### src/rtl/maquina_pkg.sv
// Shared definitions for the washing-machine controller, its drum plant model and their benches.
package maquina_pkg;

  // Drum motor phase
  typedef enum logic [1:0] {
    REPOUSO       = 2'd0,
    LAVANDO       = 2'd1,
    CENTRIFUGANDO = 2'd2,
    CONCLUIDO     = 2'd3
  } fase_t;

  // Default plant constants
  localparam int unsigned NIVEL_MAX_PADRAO   = 8;
  localparam int unsigned T_LAVAGEM_PADRAO   = 12;
  localparam int unsigned T_CENTRIF_PADRAO   = 6;
  localparam int unsigned T_VAZAMENTO_PADRAO = 16;

  // Larger of two durations, used to size a shared timer
  function automatic int unsigned maior(input int unsigned a, input int unsigned b);
    return (a > b) ? a : b;
  endfunction

endpackage

### src/rtl/maquina_planta_temporizador.sv
// temporizador: loadable down-counter that saturates at zero.
// zero is the registered "count is 0" flag; zero_prox_c is the same flag for the
// value about to be loaded, so callers can register outputs in step with the count.
module temporizador #(
  parameter int unsigned W = 4
) (
  input  logic         clock,
  input  logic         reset_n,
  input  logic         carga,
  input  logic [W-1:0] valor,
  input  logic         conta,
  output logic         zero,
  output logic         zero_prox_c
);

  logic [W-1:0] contagem;
  logic [W-1:0] contagem_prox;

  // Next count: load has priority, otherwise decrement without wrapping below 0
  always_comb begin
    contagem_prox = contagem;
    if (carga) begin
      contagem_prox = valor;
    end else if (conta && (contagem != '0)) begin
      contagem_prox = contagem - W'(1);
    end
  end

  assign zero_prox_c = (contagem_prox == '0);

  // Count register and its zero flag
  always_ff @(posedge clock or negedge reset_n) begin
    if (!reset_n) begin
      contagem <= '0;
      zero     <= 1'b1;
    end else begin
      contagem <= contagem_prox;
      zero     <= zero_prox_c;
    end
  end

endmodule

### src/rtl/maquina_planta.sv
// maquina_planta: drum plant model driven by the controller's actuator commands.
// Produces cheio/tempo/secar so the controller can run closed-loop.
// Optional leak: define MAQUINA_PLANTA_VAZAMENTO_EN to add parameter T_VAZAMENTO and
// a free-running leak that removes one level every T_VAZAMENTO cycles while not filling.
module maquina_planta
  import maquina_pkg::*;
#(
  parameter int unsigned NIVEL_MAX   = NIVEL_MAX_PADRAO,
  parameter int unsigned T_LAVAGEM   = T_LAVAGEM_PADRAO,
  parameter int unsigned T_CENTRIF   = T_CENTRIF_PADRAO
`ifdef MAQUINA_PLANTA_VAZAMENTO_EN
  ,
  parameter int unsigned T_VAZAMENTO = T_VAZAMENTO_PADRAO
`endif
) (
  input  logic                             clock,
  input  logic                             reset_n,
  input  logic                             enche,
  input  logic                             esvazia,
  input  logic                             lava,
  input  logic                             centrifuga,
  output logic                             cheio,
  output logic                             tempo,
  output logic                             secar,
  output logic [$clog2(NIVEL_MAX+1)-1:0]   nivel
);

  localparam int unsigned NW   = $clog2(NIVEL_MAX + 1);
  localparam int unsigned TMAX = maior(T_LAVAGEM, T_CENTRIF);
  localparam int unsigned TW   = (TMAX > 1) ? $clog2(TMAX) : 1;

  fase_t          estado;
  fase_t          estado_prox;
  logic           carga_fase;
  logic [TW-1:0]  valor_fase;
  logic           conta_fase;
  logic           zero_fase;
  logic           zero_fase_prox;
  logic [NW-1:0]  nivel_prox;
  logic           desce;
  logic           tempo_prox;

  // Phase timer: holds the remaining cycles of the active motor phase
  temporizador #(
    .W (TW)
  ) u_tempo_fase (
    .clock       (clock),
    .reset_n     (reset_n),
    .carga       (carga_fase),
    .valor       (valor_fase),
    .conta       (conta_fase),
    .zero        (zero_fase),
    .zero_prox_c (zero_fase_prox)
  );

`ifdef MAQUINA_PLANTA_VAZAMENTO_EN
  localparam int unsigned VW = (T_VAZAMENTO > 1) ? $clog2(T_VAZAMENTO) : 1;

  logic vaz_zero;
  logic vaz_zero_prox;

  // Leak period counter: reloads when it sits at 0, the leak fires as it reaches 0
  temporizador #(
    .W (VW)
  ) u_vazamento (
    .clock       (clock),
    .reset_n     (reset_n),
    .carga       (vaz_zero),
    .valor       (VW'(T_VAZAMENTO - 1)),
    .conta       (1'b1),
    .zero        (vaz_zero),
    .zero_prox_c (vaz_zero_prox)
  );

  // Drain pump or leak, never both in one cycle
  assign desce = !enche && (esvazia || vaz_zero_prox);
`else
  assign desce = esvazia && !enche;
`endif

  // Level update: +1 on fill, -1 on drain, saturating at both ends
  always_comb begin
    nivel_prox = nivel;
    if (enche && !esvazia) begin
      if (nivel != NW'(NIVEL_MAX)) begin
        nivel_prox = nivel + NW'(1);
      end
    end else if (desce) begin
      if (nivel != '0) begin
        nivel_prox = nivel - NW'(1);
      end
    end
  end

  // Phase FSM next-state and timer control; spin has priority over wash
  always_comb begin
    estado_prox = estado;
    carga_fase  = 1'b0;
    valor_fase  = '0;
    conta_fase  = 1'b0;
    case (estado)
      REPOUSO: begin
        if (centrifuga) begin
          estado_prox = CENTRIFUGANDO;
          carga_fase  = 1'b1;
          valor_fase  = TW'(T_CENTRIF - 1);
        end else if (lava) begin
          estado_prox = LAVANDO;
          carga_fase  = 1'b1;
          valor_fase  = TW'(T_LAVAGEM - 1);
        end
      end
      LAVANDO: begin
        if (centrifuga) begin
          estado_prox = CENTRIFUGANDO;
          carga_fase  = 1'b1;
          valor_fase  = TW'(T_CENTRIF - 1);
        end else if (!lava) begin
          estado_prox = REPOUSO;
        end else begin
          conta_fase  = 1'b1;
        end
      end
      CENTRIFUGANDO: begin
        if (!centrifuga) begin
          estado_prox = zero_fase ? CONCLUIDO : REPOUSO;
        end else begin
          conta_fase  = 1'b1;
        end
      end
      CONCLUIDO: begin
        if (centrifuga) begin
          estado_prox = CENTRIFUGANDO;
          carga_fase  = 1'b1;
          valor_fase  = TW'(T_CENTRIF - 1);
        end else if (lava) begin
          estado_prox = LAVANDO;
          carga_fase  = 1'b1;
          valor_fase  = TW'(T_LAVAGEM - 1);
        end else if (enche) begin
          estado_prox = REPOUSO;
        end
      end
      default: begin
        estado_prox = REPOUSO;
      end
    endcase
  end

  // Staying in a motor phase implies that motor is still on
  assign tempo_prox = ((estado_prox == LAVANDO) || (estado_prox == CENTRIFUGANDO)) && zero_fase_prox;

  // Phase state register
  always_ff @(posedge clock or negedge reset_n) begin
    if (!reset_n) begin
      estado <= REPOUSO;
    end else begin
      estado <= estado_prox;
    end
  end

  // Level and sensor output registers, updated from the post-edge values
  always_ff @(posedge clock or negedge reset_n) begin
    if (!reset_n) begin
      nivel <= '0;
      cheio <= 1'b0;
      tempo <= 1'b0;
      secar <= 1'b0;
    end else begin
      nivel <= nivel_prox;
      cheio <= (nivel_prox == NW'(NIVEL_MAX));
      tempo <= tempo_prox;
      secar <= (estado_prox == CONCLUIDO) && (nivel_prox == '0);
    end
  end

endmodule

### config.mk
export PLATFORM = sky130hd
export DESIGN_NAME = maquina_planta
export DESIGN_NICKNAME = d
export VERILOG_FILES = /design/src/rtl/maquina_pkg.sv /design/src/rtl/maquina_planta_temporizador.sv /design/src/rtl/maquina_planta.sv
export SDC_FILE = /design/constraint.sdc
export NUM_CORES = 1
export LEC_CHECK = 0
export CELL_PAD_IN_SITES_DETAIL_PLACEMENT = 0
export CELL_PAD_IN_SITES_GLOBAL_PLACEMENT = 1
export CORE_UTILIZATION = 37
export DETAILED_ROUTE_END_ITERATION = 6
export PLACE_DENSITY = 0.72
export SYNTH_ARGS = -nofsm -noshare
export SYNTH_HDL_FRONTEND = slang
export SYNTH_SLANG_ARGS = --single-unit
### constraint.sdc
create_clock -name clock -period 2.05 [get_ports clock]
set_input_delay 0.3075 -clock clock [delete_from_list [all_inputs] [get_ports clock]]
set_output_delay 0.3075 -clock clock [all_outputs]
set_load 0.005 [all_outputs]
== Word level (Yosys, flattened, before mapping) ==
Cells that the tools add are included.
Storage, ports and cells
  input bits: 6
  register bits after elaboration: 14
  word-level logic and storage cells: 58
Operators by class
  muxes and demuxes: 26
  eq/ne operators: 8
  reduce and logical (&&, ||, !) cells: 14
  add/subtract/negate cells: 3
Operators with widths (count)
  4-bit two-way mux: 8
  2-bit two-way mux: 9
  2-bit == test, second input constant: 4
  4-bit logical NOT: 2
  2-bit one-hot mux with 4 select lines: 1
  4-bit one-hot mux with 2 select lines: 1
  4-bit nonzero test: 2
  4-bit by 1-bit subtractor with 4-bit output, second input constant: 2
  1-bit logical AND: 5
  4-bit by 1-bit adder with 4-bit output, second input constant: 1
  2-bit by 1-bit == test with 1-bit output, second input constant: 2
  4-bit == test, second input constant: 1
  1-bit two-way mux: 4
  4-bit inequality test, second input constant: 1
  1-bit one-hot mux with 2 select lines: 2
  3-bit two-way mux: 1
  1-bit logical NOT: 2
  2-bit logical NOT: 1
  2-bit OR reduction: 1
  1-bit logical OR: 1

== Depth between registers and ports, before layout ==
  word-level depth: 8
  depth in mapped cells: 11
  mapped depth without buffers: 10

== By module ==
Synthesis repeated with hierarchy kept, for this count alone.
Second synthesis, totals
  cell total of the unflattened synthesis: 115
  area total of the unflattened synthesis: 1051.0 µm²
By module, submodules not included
  maquina_planta: seq. area each 225.2 µm², instances 1, cells an instance 86, area each 752.0 µm²
  temporizador: seq. area each 126.4 µm², instances 1, cells an instance 29, area each 299.0 µm²

== Worst setup path before layout ==
Ideal clock, no wire load.
  path type: reg2reg
  start point: register estado[0]
  end point: register tempo
  data arrival time: 1809 ps
  setup slack: 120 ps
  data required time: 1929 ps
  clock period less this slack: 1930 ps
  cell stages (with the launch flop): 12
  library setup time: 121 ps
  buffers on the path: 1
  path through: dfrtp_1 inv_1 ha_1 clkbuf_1 a21o_1 nand2_1 o221ai_1 a31oi_1 o21ai_0 ha_1 o211ai_1 nor2_1
Between the ends
  elaborated cells between the ends (all ways): 25
  those cells by class: eq/ne (5); mux (14); reduce/logical (6)
RTL lines
  start, declared: RTL line maquina_planta.sv:32  | fase_t estado;
  start signal, assigned: RTL line maquina_planta.sv:158  | estado <= estado_prox;
  2-bit == test (tied with other cells): RTL line maquina_planta.sv:101  | case (estado)
  2-bit one-hot mux with 4 select lines *: RTL line maquina_planta.sv:101
  net estado_prox[1]: RTL line maquina_planta.sv:33  | fase_t estado_prox;
  2-bit by 1-bit == test with 1-bit output / 2-bit == test (equally long branches): RTL line maquina_planta.sv:151  | assign tempo_prox = ((estado_prox == LAVANDO) || (estado_prox == CENTRIFUGANDO)) && zero_fase_prox;
  1-bit logical OR *: RTL line maquina_planta.sv:151
  1-bit logical AND *: RTL line maquina_planta.sv:151
  net tempo_prox: RTL line maquina_planta.sv:41  | logic tempo_prox;
  end signal, assigned: RTL line maquina_planta.sv:172  | tempo <= tempo_prox;
  end, declared: RTL line maquina_planta.sv:23  | output logic tempo,
Mark *: on every way through the listed nets, which the timed path passes. The rest lies on a longest branch.

== Worst setup path in the final report ==
Ends and elaborated chain as after synthesis.

==> results.cfg <==
[clock_tree]
clk_pin_slew_ps = 90
cts_buffers = 3
cts_buffer_depth = 2
cts.sinks = 14
htree_levels = 1
postCtsHoldBufs = 0
cts_tree = done
clockRootBuffer = clkbuf_4
clk_latency_ps = 270

[timing]
setup_viol = 0
finalHoldViolations = 0
maxSlewHeadroom_pct = 57.8
layout_setup_ws_ps = 149
finalMaxSlewViolations = 0
tightest_slew_ps = 631
final.min_clock_period_ps = 1900
rsz0062_at_grt = yes
fmax_mhz = 526
hold-worst-slack_ps = 419
fin_crit_sh_pct = 92.7
worst_clock_skew_ps = 8.21
tns_ps = 0

[run_status]
status = complete, no violations

[grt]
track_usage_pct = 15.3
grt_pass1_vias = 713
grt_overflow = 0
grt_pass1_wl_um = 3210
grt_max_degree = 15
grt_antenna_before_repair = 0

[route]
drc_errors = 0
avgRoutedWirePerCell_um = 12.2
num_vias = 842
routed_wl_um = 1970
ant_nets = 0
via_per_inst = 5.20
firstDrtPassIters = 4
detail_route.iter0.violations = 11

[hold_path]
hp-class = in -> async

[placed_design]
place_area_sq_mm = 0.00119
io_buffers = 12
hpwl_um = 1530
place_congestion = 0.766
dp_slack_ps = -23.8

[finish]
postLayoutCoreUtil_pct = 50.3
nets = 147
multi_input_area_sq_um = 591
area_delta_synth_final_pct = 26.6
seqCellArea_sq_um = 352
final.fill_count = 242
antennaDiodeCount = 0
final_common_cell = dfrtp_1
final_cell_area_sq_mm = 0.00126
drive_gt1_share_pct = 18.2
mostFrequentLayoutCells = 13 x dfrtp_1, 12 x inv_1, 12 x clkdlybuf4s50_1

[critical_path]
crit_arrival_ps = 2060
start_kind = flop
critPathRequiredTime_ps = 2210
crit_path_max_fanout = 4
crit_type = reg -> reg
rrSetupSlack_ps = 150
crit_path_end_kind = flop

[pwr]
power.internal_uw = 957
peakVddDrop_mv = 0.607
p_comb_share_pct = 57.0
p_per_area_mw_per_mm2 = 1260
sw_frac_of_total_pct = 39.6
power_frac_seq_pct = 30.8
p_sw_uw = 626
pwr-share-clk_pct = 12.1
total_leakage_power_nw = 0.568

[floorplanning]
initial_core_util_pct = 39.7
dieArea_sq_mm = 0.00289
die_w_um = 53.8
rows = 18
die-height_um = 53.8
fp.coreArea_sq_mm = 0.00250
io_pins = 13

[yosys]
netlist_area_sq_um = 992
synth_edf_count = 0
async_reset_ff_share_pct = 100
synth_cells = 109
ys_types = 39
ys_ff_latch = 14
yosysSeqAreaShare_pct = 35.4
yosys_warnings = 0
synth_ff_type = dfrtp_1
syn_area_per_cell_sq_um = 9.10
synth_nets = 123

[job]
max_cap_viol_count = 0
-- Yosys cell counts (all sizes together) (2+ instances only) --
master,n,share of area (%)
nor2,10,3.8
nand2b,4,2.5
ha,8,10
dfrtp,13,33
or3,3,1.9
mux2i,4,4.0
and3b,2,1.8
a31oi,2,1.3
nor2b,3,1.9
nand3,2,1.0
clkbuf,2,0.76
a21o,3,2.4
nand2,5,1.9
a21oi,6,3.0
inv,12,4.5
nor3,2,1.5
o21ai,6,3.0
xnor2,2,1.8
o221ai,2,1.8
-- worst max-delay path, stage by stage (launching register included) --
cell and delay, ps:
dfrtp_1 400, inv_1 80, ha_2 210, nand2b_1 170
a21oi_2 150, o221ai_2 110, a31oi_1 150, o21ai_1 90
ha_1 290, o211ai_1 80, nor2_1 60
-- through the flow --
| step | instances | total power [mW] |
|---|---|---|
| after floorplan | 109 | 1.04 |
| after global routing | 162 | 1.74 |
| final | 162 | 1.58 |
| after global placement | 157 | 1.35 |
| after CTS | 161 | 1.56 |
| after detailed placement | 157 | 1.36 |
-- power groups by stage --
stage	registers (mW)	logic [mW]	clock network, mW
detailed placement	0.491	0.870	0
floorplan	0.487	0.553	0
global route	0.506	1.03	0.208
CTS	0.486	0.875	0.199
global placement	0.487	0.863	0
finish	0.488	0.903	0.192
-- worst paths after layout --
check / depth (start not counted) / start / to
max: 10 / estado[0]$_DFF_PN0_ / tempo$_DFF_PN0_
min: 1 / reset_n / nivel[1]$_DFF_PN0_
max reg2reg: 10 / estado[0]$_DFF_PN0_ / tempo$_DFF_PN0_
min reg2reg: 2 / u_tempo_fase.contagem[0]$_DFF_PN0_ / u_tempo_fase.contagem[0]$_DFF_PN0_
max in group asynchronous: 1 / reset_n / tempo$_DFF_PN0_
min in group clock: 2 / u_tempo_fase.contagem[0]$_DFF_PN0_ / u_tempo_fase.contagem[0]$_DFF_PN0_
-- routing by layer --
layer,global-route usage [%],vias to the layer above,share of wire (%)
met5,0,-,0
met4,4.39,0,0.41
met3,4.52,2,4.3
met2,23.0,13,47
met1,20.9,391,48
li1,-,436,-
-- state kept, by name (all words and copies together), names as in the netlist --
register and count:
u_tempo_fase.zero 1, u_tempo_fase.contagem 4, tempo 1, cheio 1, estado 2, secar 1
nivel 4
-- cell type report --
class,count,area share [%]
tap,30,2.99
multi-input combinational,80,47.0
inverter,12,3.59
clock buffer,4,2.89
timing repair buffer,22,15.5
sequential,14,28.0
-- cells by family after synthesis --
kind of cell               share of synthesized area (%)
AOI/OAI and AO/OA                                   19.0
xor gates and xnor gates                            2.65
adders and majority gates                           10.1
buffers and inverters                               6.81
DFF                                                 35.4
muxes                                               5.17
and+or+nand+nor                                     20.8
-- timing repair --
item,4_1_cts,5_1_grt
setup buffers,0,1
setup endpoints to repair,0,3
resized for setup,0,5
No activity file was read; power rests on OpenSTA's default activity.
